==> config.mk <==
export PLATFORM = sky130hd
export DESIGN_NAME = motor_drive_decoder
export DESIGN_NICKNAME = d
export VERILOG_FILES = /design/src/rtl/motor_drive_decoder.sv
export SDC_FILE = /design/constraint.sdc
export NUM_CORES = 1
export LEC_CHECK = 0
export ABC_AREA = 0
export CAP_MARGIN = 20
export CORE_MARGIN = 2
export CORE_UTILIZATION = 45
export DETAILED_ROUTE_END_ITERATION = 8
export PLACE_DENSITY = 0.63
export SETUP_SLACK_MARGIN = 0.3
export SLEW_MARGIN = 20
export SYNTH_ARGS = -nofsm -noshare
export SYNTH_HDL_FRONTEND = slang
export SYNTH_HIERARCHICAL = 1
export SYNTH_SLANG_ARGS = --single-unit
==> constraint.sdc <==
create_clock -name clk -period 5.3 [get_ports clk]
set_input_delay 1.59 -clock clk [delete_from_list [all_inputs] [get_ports clk]]
set_output_delay 1.59 -clock clk [all_outputs]
set_load 0.05 [all_outputs]
==> src/rtl/motor_drive_decoder.sv <==
// Wheel-pair H-bridge driver: decodes DIR into per-wheel duty/polarity, slews duty,
// zeroes a wheel before reversing it, times 90-degree pivots and generates both PWMs.

module motor_drive_wheel #(
  parameter int RAMP_STEP = 125
) (
  input  logic        clk,
  input  logic        rst,
  input  logic [11:0] i_tgt_duty,
  input  logic        i_tgt_pol,
  input  logic        i_stop,
  input  logic        i_active,
  input  logic        i_tick,
  input  logic        i_wrap,
  input  logic [11:0] i_pwm_cnt,
  output logic        o_pwm,
  output logic        o_fwd,
  output logic        o_rev,
  output logic        o_mis,
  output logic        o_rdy
);
  localparam logic [11:0] STEP = 12'(RAMP_STEP);

  logic        r_pol, r_en;
  logic [11:0] r_duty, r_lat;
  logic [11:0] w_eff, w_next;
  logic        w_idle;

  assign o_mis  = (i_tgt_pol != r_pol);
  assign o_rdy  = !o_mis && r_en;
  assign w_eff  = o_mis ? 12'd0 : i_tgt_duty;
  // Reverse only once the pin-level duty is also drained, so no current flows at the swap.
  assign w_idle = (r_duty == 12'd0) && (r_lat == 12'd0);

  always_comb begin
    w_next = r_duty;
    if (w_eff > r_duty)
      w_next = ((w_eff - r_duty) > STEP) ? r_duty + STEP : w_eff;
    else if (w_eff < r_duty)
      w_next = ((r_duty - w_eff) > STEP) ? r_duty - STEP : w_eff;
  end

  always_ff @(posedge clk or posedge rst) begin
    if (rst) begin
      r_pol  <= 1'b0;
      r_en   <= 1'b0;
      r_duty <= 12'd0;
      r_lat  <= 12'd0;
    end else if (i_stop) begin
      r_duty <= 12'd0;
      r_lat  <= 12'd0;
      r_en   <= 1'b0;
    end else begin
      if (i_tick && i_active && r_en) r_duty <= w_next;
      if (i_wrap) r_lat <= r_duty;
      if (!i_active)  r_en <= 1'b0;
      else if (!o_mis) r_en <= 1'b1;
      else if (w_idle) begin
        // One cycle with both pins low, then the new polarity.
        if (r_en) r_en <= 1'b0;
        else begin
          r_pol <= i_tgt_pol;
          r_en  <= 1'b1;
        end
      end
    end
  end

  assign o_pwm = (i_pwm_cnt < r_lat);
  assign o_fwd = r_en & ~r_pol;
  assign o_rev = r_en & r_pol;
endmodule

module motor_drive_decoder #(
  parameter int PWM_PERIOD = 2500,
  parameter int DUTY_FULL  = 2500,
  parameter int DUTY_VEER  = 1500,
  parameter int DUTY_HARD  = 600,
  parameter int DUTY_PIVOT = 1800,
  parameter int RAMP_DIV   = 50000,
  parameter int RAMP_STEP  = 125,
  parameter int PIVOT_TIME = 25000000
) (
  input  logic       clk,
  input  logic       rst,
  input  logic [3:0] DIR,
  output logic       PWM_L,
  output logic       PWM_R,
  output logic       L_FWD,
  output logic       L_REV,
  output logic       R_FWD,
  output logic       R_REV,
  output logic       BUSY
);
  localparam int RW      = (RAMP_DIV > 1) ? $clog2(RAMP_DIV) : 1;
  localparam int FULL_C  = (DUTY_FULL  > PWM_PERIOD) ? PWM_PERIOD : DUTY_FULL;
  localparam int VEER_C  = (DUTY_VEER  > PWM_PERIOD) ? PWM_PERIOD : DUTY_VEER;
  localparam int HARD_C  = (DUTY_HARD  > PWM_PERIOD) ? PWM_PERIOD : DUTY_HARD;
  localparam int PIVOT_C = (DUTY_PIVOT > PWM_PERIOD) ? PWM_PERIOD : DUTY_PIVOT;
  localparam logic [11:0] D_FULL  = 12'(FULL_C);
  localparam logic [11:0] D_VEER  = 12'(VEER_C);
  localparam logic [11:0] D_HARD  = 12'(HARD_C);
  localparam logic [11:0] D_PIVOT = 12'(PIVOT_C);

  typedef enum logic [1:0] {S_STOP, S_RUN, S_FLIP, S_PIVOT} state_t;

  state_t          r_state, w_state_nxt;
  logic [3:0]      r_dir_q, r_piv_cmd, w_cmd;
  logic            r_busy;
  logic [24:0]     r_ptmr;
  logic [11:0]     r_pwm_cnt;
  logic [RW-1:0]   r_rdiv;
  logic            w_stop, w_pivot, w_wrap, w_tick, w_active, w_enter_piv;
  logic [11:0]     w_in_duty, w_out_duty;
  logic            w_in_pol;
  logic [1:0][11:0] w_tgt_duty;
  logic [1:0]      w_tgt_pol, w_mis, w_rdy, w_pwm, w_fwd, w_rev;

  assign w_stop   = (r_dir_q[3:2] == 2'b11);
  // While the pivot minimum time runs, non-stop codes are ignored.
  assign w_cmd    = (r_state == S_PIVOT && r_busy && !w_stop) ? r_piv_cmd : r_dir_q;
  assign w_pivot  = (w_cmd[3:2] == 2'b01 || w_cmd[3:2] == 2'b10) && (w_cmd[1:0] == 2'b11);
  assign w_wrap   = (r_pwm_cnt == 12'(PWM_PERIOD - 1));
  assign w_tick   = (r_rdiv == RW'(RAMP_DIV - 1));
  assign w_active = (r_state != S_STOP) && !w_stop;

  always_comb begin
    w_tgt_duty = '0;
    w_tgt_pol  = '0;
    w_in_duty  = D_FULL;
    w_out_duty = D_FULL;
    w_in_pol   = 1'b0;
    case (w_cmd[1:0])
      2'b01:   w_in_duty = D_VEER;
      2'b10:   w_in_duty = D_HARD;
      2'b11: begin
        w_in_duty  = D_PIVOT;
        w_out_duty = D_PIVOT;
        w_in_pol   = 1'b1;
      end
      default: ;
    endcase
    case (w_cmd[3:2])
      2'b00:   w_tgt_duty = {D_FULL, D_FULL};
      2'b01: begin
        w_tgt_duty = {w_out_duty, w_in_duty};
        w_tgt_pol  = {1'b0, w_in_pol};
      end
      2'b10: begin
        w_tgt_duty = {w_in_duty, w_out_duty};
        w_tgt_pol  = {w_in_pol, 1'b0};
      end
      default: ;
    endcase
  end

  always_comb begin
    w_state_nxt = r_state;
    if (w_stop) w_state_nxt = S_STOP;
    else begin
      unique case (r_state)
        S_STOP, S_RUN: w_state_nxt = (|w_mis) ? S_FLIP : (w_pivot ? S_PIVOT : S_RUN);
        S_FLIP:  if (&w_rdy) w_state_nxt = w_pivot ? S_PIVOT : S_RUN;
        S_PIVOT: if (!r_busy) w_state_nxt = (|w_mis) ? S_FLIP : (w_pivot ? S_PIVOT : S_RUN);
      endcase
    end
  end

  assign w_enter_piv = (r_state != S_PIVOT) && (w_state_nxt == S_PIVOT);

  always_ff @(posedge clk or posedge rst) begin
    if (rst) r_state <= S_STOP;
    else     r_state <= w_state_nxt;
  end

  always_ff @(posedge clk or posedge rst) begin
    if (rst) begin
      r_dir_q   <= 4'd0;
      r_piv_cmd <= 4'd0;
      r_busy    <= 1'b0;
      r_ptmr    <= 25'd0;
      r_pwm_cnt <= 12'd0;
      r_rdiv    <= '0;
    end else begin
      r_dir_q   <= DIR;
      r_pwm_cnt <= w_wrap ? 12'd0 : r_pwm_cnt + 12'd1;
      r_rdiv    <= w_tick ? '0 : r_rdiv + 1'b1;
      if (w_stop) begin
        r_busy <= 1'b0;
        r_ptmr <= 25'd0;
      end else if (w_enter_piv) begin
        r_busy    <= 1'b1;
        r_ptmr    <= 25'(PIVOT_TIME);
        r_piv_cmd <= r_dir_q;
      end else if (r_busy) begin
        r_ptmr <= r_ptmr - 25'd1;
        if (r_ptmr == 25'd1) r_busy <= 1'b0;
      end
    end
  end

  for (genvar w = 0; w < 2; w++) begin : g_wheel
    motor_drive_wheel #(.RAMP_STEP(RAMP_STEP)) u_wheel (
      .clk        (clk),
      .rst        (rst),
      .i_tgt_duty (w_tgt_duty[w]),
      .i_tgt_pol  (w_tgt_pol[w]),
      .i_stop     (w_stop),
      .i_active   (w_active),
      .i_tick     (w_tick),
      .i_wrap     (w_wrap),
      .i_pwm_cnt  (r_pwm_cnt),
      .o_pwm      (w_pwm[w]),
      .o_fwd      (w_fwd[w]),
      .o_rev      (w_rev[w]),
      .o_mis      (w_mis[w]),
      .o_rdy      (w_rdy[w])
    );
  end

  assign PWM_L = w_pwm[0];
  assign PWM_R = w_pwm[1];
  assign L_FWD = w_fwd[0];
  assign L_REV = w_rev[0];
  assign R_FWD = w_fwd[1];
  assign R_REV = w_rev[1];
  assign BUSY  = r_busy;
endmodule

==> results by group <==
Status
  • Status: finished clean

Yosys
  • Synth cell types: 83
  • FF+latch count, synth: 116
  • Top-count cell post-synth: dfrtp_1
  • Synth area leaders: dfrtp_1 (27%), ha_1 (9.0%), mux2i_1 (5.9%), xnor2_1 (3.6%), nand2_1 (3.6%)
  • Synth Flop Type: dfrtp_1
  • Yosys warns: 6
  • Commonest cells post-synth: dfrtp_1 (116), nand2_1 (102), nor2_1 (90)
  • Post-synth top area cell: dfrtp_1
  • Syn Inst Count: approximately 1300
  • Syn Area/Cell: 8.40 sq um
  • Seq/Total Area, Yosys: 27.4%
  • Synthesized area: 10600 sq um
  • Post-synth EDFFs: 0
  • Post-synth ARST share: 100%
  • Top cell type's share of synthesized area: between 20% and 30%

CTS
  • CTS H-tree lvls: 4
  • Clock latency on the worst-skew pair: approximately 0.42 ns
  • CTS tree: yes
  • Clock sinks: 116
  • Clock root buffer master: clkbuf_16
  • Clock Path Buffers: 2
  • Total CTS buffers: 17
  • Worst-path clk slew: 0.06 ns

Placement
  • IO buf count: 12
  • Detail Placement HPWL: 20.2 mm
  • RD Place Congestion: approximately 0.91

Finish
  • Share of layout cells above drive strength 1: roughly 13%
  • Nets: ~1400
  • Fillers: around 2200
  • Antenna diode count: 0
  • P&R area growth vs syn: 14.1%

Floorplanning
  • Boundary Pins: 13
  • Die area: ~25000 sq um
  • Site Rows: between 50 and 60
  • Initial Util: 45.5%
  • Floorplan Core Area: ~23000 sq um
  • Die height: between 150 and 200 um
  • Die width: 158 um

Hold path
  • Worst min path class: reg -> reg

Critical path
  • Worst EP required: roughly 5.6 ns
  • CP max FO: 22
  • CP startpoint kind: register
  • Critical path endpoint category: register
  • Worst Path Arrival: between 5 and 6 ns
  • Setup CP Type: reg -> reg

Drt
  • Routed Antenna Nets: 0
  • Vias/cell: around 6
  • Drt first pass iters: 5
  • DR vias: about 9500
  • DRC viols: 0
  • Routed len/inst: roughly 17 um
  • Final WL: 27.9 mm
  • 1st-iter DRT viols: 712

Timing
  • Final period util: about 90%
  • Final setup fails: 0
  • Fin Setup TNS: 0 ns
  • Fmax: roughly 0.21 GHz
  • Pin slew with the least headroom to its limit: approximately 0.7 ns
  • Slew headroom: 53.4%
  • Final min period: around 4.8 ns
  • RSZ-0062 raised after global routing: false
  • Clock skew: between 0.01 and 0.015 ns
  • Hold_ws: approximately 0.46 ns
  • Final hold vios: 0
  • Fin. max-slew vios: 0

Flow run
  • Max Cap Viol: 0

GRT
  • Gr usage total: 22.9%
  • Largest net degree at the start of global routing: 46
  • Vias in the first global route: between 9000 and 10000
  • First-pass GRT wire length: ~46 mm
  • Grt ovf: 0
  • Initial antenna violation count: 0

Power and ir drop
  • P_leak: approximately 5.6 nW
  • Worst IR Drop VDD: around 0.00026 V
  • Power per Cell Area: 342 nW/um^2
-- layer usage --
metal,vias up,part of all wire [%],GRT usage [%]
met5,-,0,0
met4,0,1.6,6.02
met3,36,3.7,3.36
met2,235,47,37.2
met1,4594,48,31.8
li1,4654,-,-
-- per-stage QoR --
stage | total power, mW | utilization (%) | instances | setup slack [ns] | instance area [sq um]
2_1_floorplan | 2.48 | - | 1272 | 0.303 | 10900
3_3_place_gp | 2.79 | 48.1 | 1568 | 0.0411 | 11200
3_5_place_dp | 2.81 | 48.2 | 1569 | 0.0268 | 11200
4_1_cts | 4.08 | 51.1 | 1607 | 0.318 | 11900
5_1_grt | 4.39 | 51.9 | 1619 | 0.295 | 12100
6_report | 4.14 | 51.9 | 1619 | 0.518 | 12100
-- final cells by class --
type / count / area [sq um] / share of cell area [%]
flip-flops and latches: 116 / 2910 / 24.0
well taps: 319 / 399 / 3.30
clock buffers: 20 / 447 / 3.69
multi-input cells: 1010 / 7350 / 60.7
inverters: 86 / 323 / 2.67
repair buffers: 56 / 504 / 4.17
clock inverters: 12 / 179 / 1.48
-- power by group --
group	internal, mW	total, mW	switching (mW)
Clock	0.800	1.24	0.438
Combinational	0.752	1.78	1.03
Sequential	0.995	1.13	0.133
-- logic make-up (layout without fill, tap and decap cells) --
logic type	count (synthesis)	after routing	synth area share [%]
compound gates	307	307	19.8
xor+xnor	72	72	6.09
fa+ha+maj	78	78	9.34
buf+inv	147	174	5.78
flops	116	116	27.4
mux	72	72	6.90
other cells	1	10	0.0354
simple gates	470	471	24.7
-- repair_timing --
item | in CTS | in global routing
hold buffers | 0 | 0
hold endpoints to repair | 0 | 0
pin swaps | 3 | 5
endpoints found under the setup margin | 24 | 26
buffers inserted | 6 | 10
gates cloned | 0 | 1
resized for setup | 3 | 25
-- registers in the layout, summed over array words and instances, names as in the netlist --
name / cells
BUSY: 1
g_wheel.u_wheel/r_duty: 24
g_wheel.u_wheel/r_en: 2
g_wheel.u_wheel/r_lat: 24
g_wheel.u_wheel/r_pol: 2
r_dir_q: 4
r_piv_cmd: 4
r_ptmr: 25
r_pwm_cnt: 12
r_rdiv: 16
r_state: 2
-- cells in the final DEF, fill, tap and decap left out, drive strengths merged, types with 27 or more instances in the layout --
cell type,instances
dfrtp,116
xnor2,46
a21oi,67
buf,44
nand4,27
a31oi,34
inv,85
ha,76
nand3,44
o21ai,60
nand2b,27
nor2,92
nand2,104
mux2i,63
-- worst paths after layout --
| kind | start | end | slack (ns) | cells after the start |
|---|---|---|---|---|
| worst max-delay path | BUSY$_DFF_PP0_ | g_wheel[0].u_wheel/r_duty[8]$_DFFE_PP0P_ | 0.52 | 22 |
| max in group asynchronous | rst | r_ptmr[14]$_DFFE_PP0P_ | 2.89 | 4 |
| worst min register to register | r_rdiv[0]$_DFF_PP0_ | r_rdiv[0]$_DFF_PP0_ | 0.46 | 1 |
| worst max register to register | BUSY$_DFF_PP0_ | g_wheel[0].u_wheel/r_duty[8]$_DFFE_PP0P_ | 0.52 | 22 |
| min in group asynchronous | rst | r_pwm_cnt[8]$_DFF_PP0_ | 1.58 | 2 |
| worst min-delay path | r_rdiv[0]$_DFF_PP0_ | r_rdiv[0]$_DFF_PP0_ | 0.46 | 1 |
-- worst max-delay path, cell delays in order (launching register included) --
cell	delay, ns
dfrtp_2	0.37
buf_4	0.18
nand3_1	0.09
o21ai_1	0.25
nand2_1	0.20
ha_4	0.22
nor2b_4	0.13
and2_4	0.18
xnor2_4	0.16
buf_12	0.15
buf_12	0.14
nand2_4	0.07
ha_1	0.40
nand4_1	0.21
a2111oi_1	0.42
a2111oi_0	0.16
xnor2_1	0.15
a221oi_1	0.26
nand4_1	0.19
buf_4	0.27
mux2i_1	0.15
a22oi_1	0.14
o21ai_0	0.13
Power figures use the tool's default switching activity.
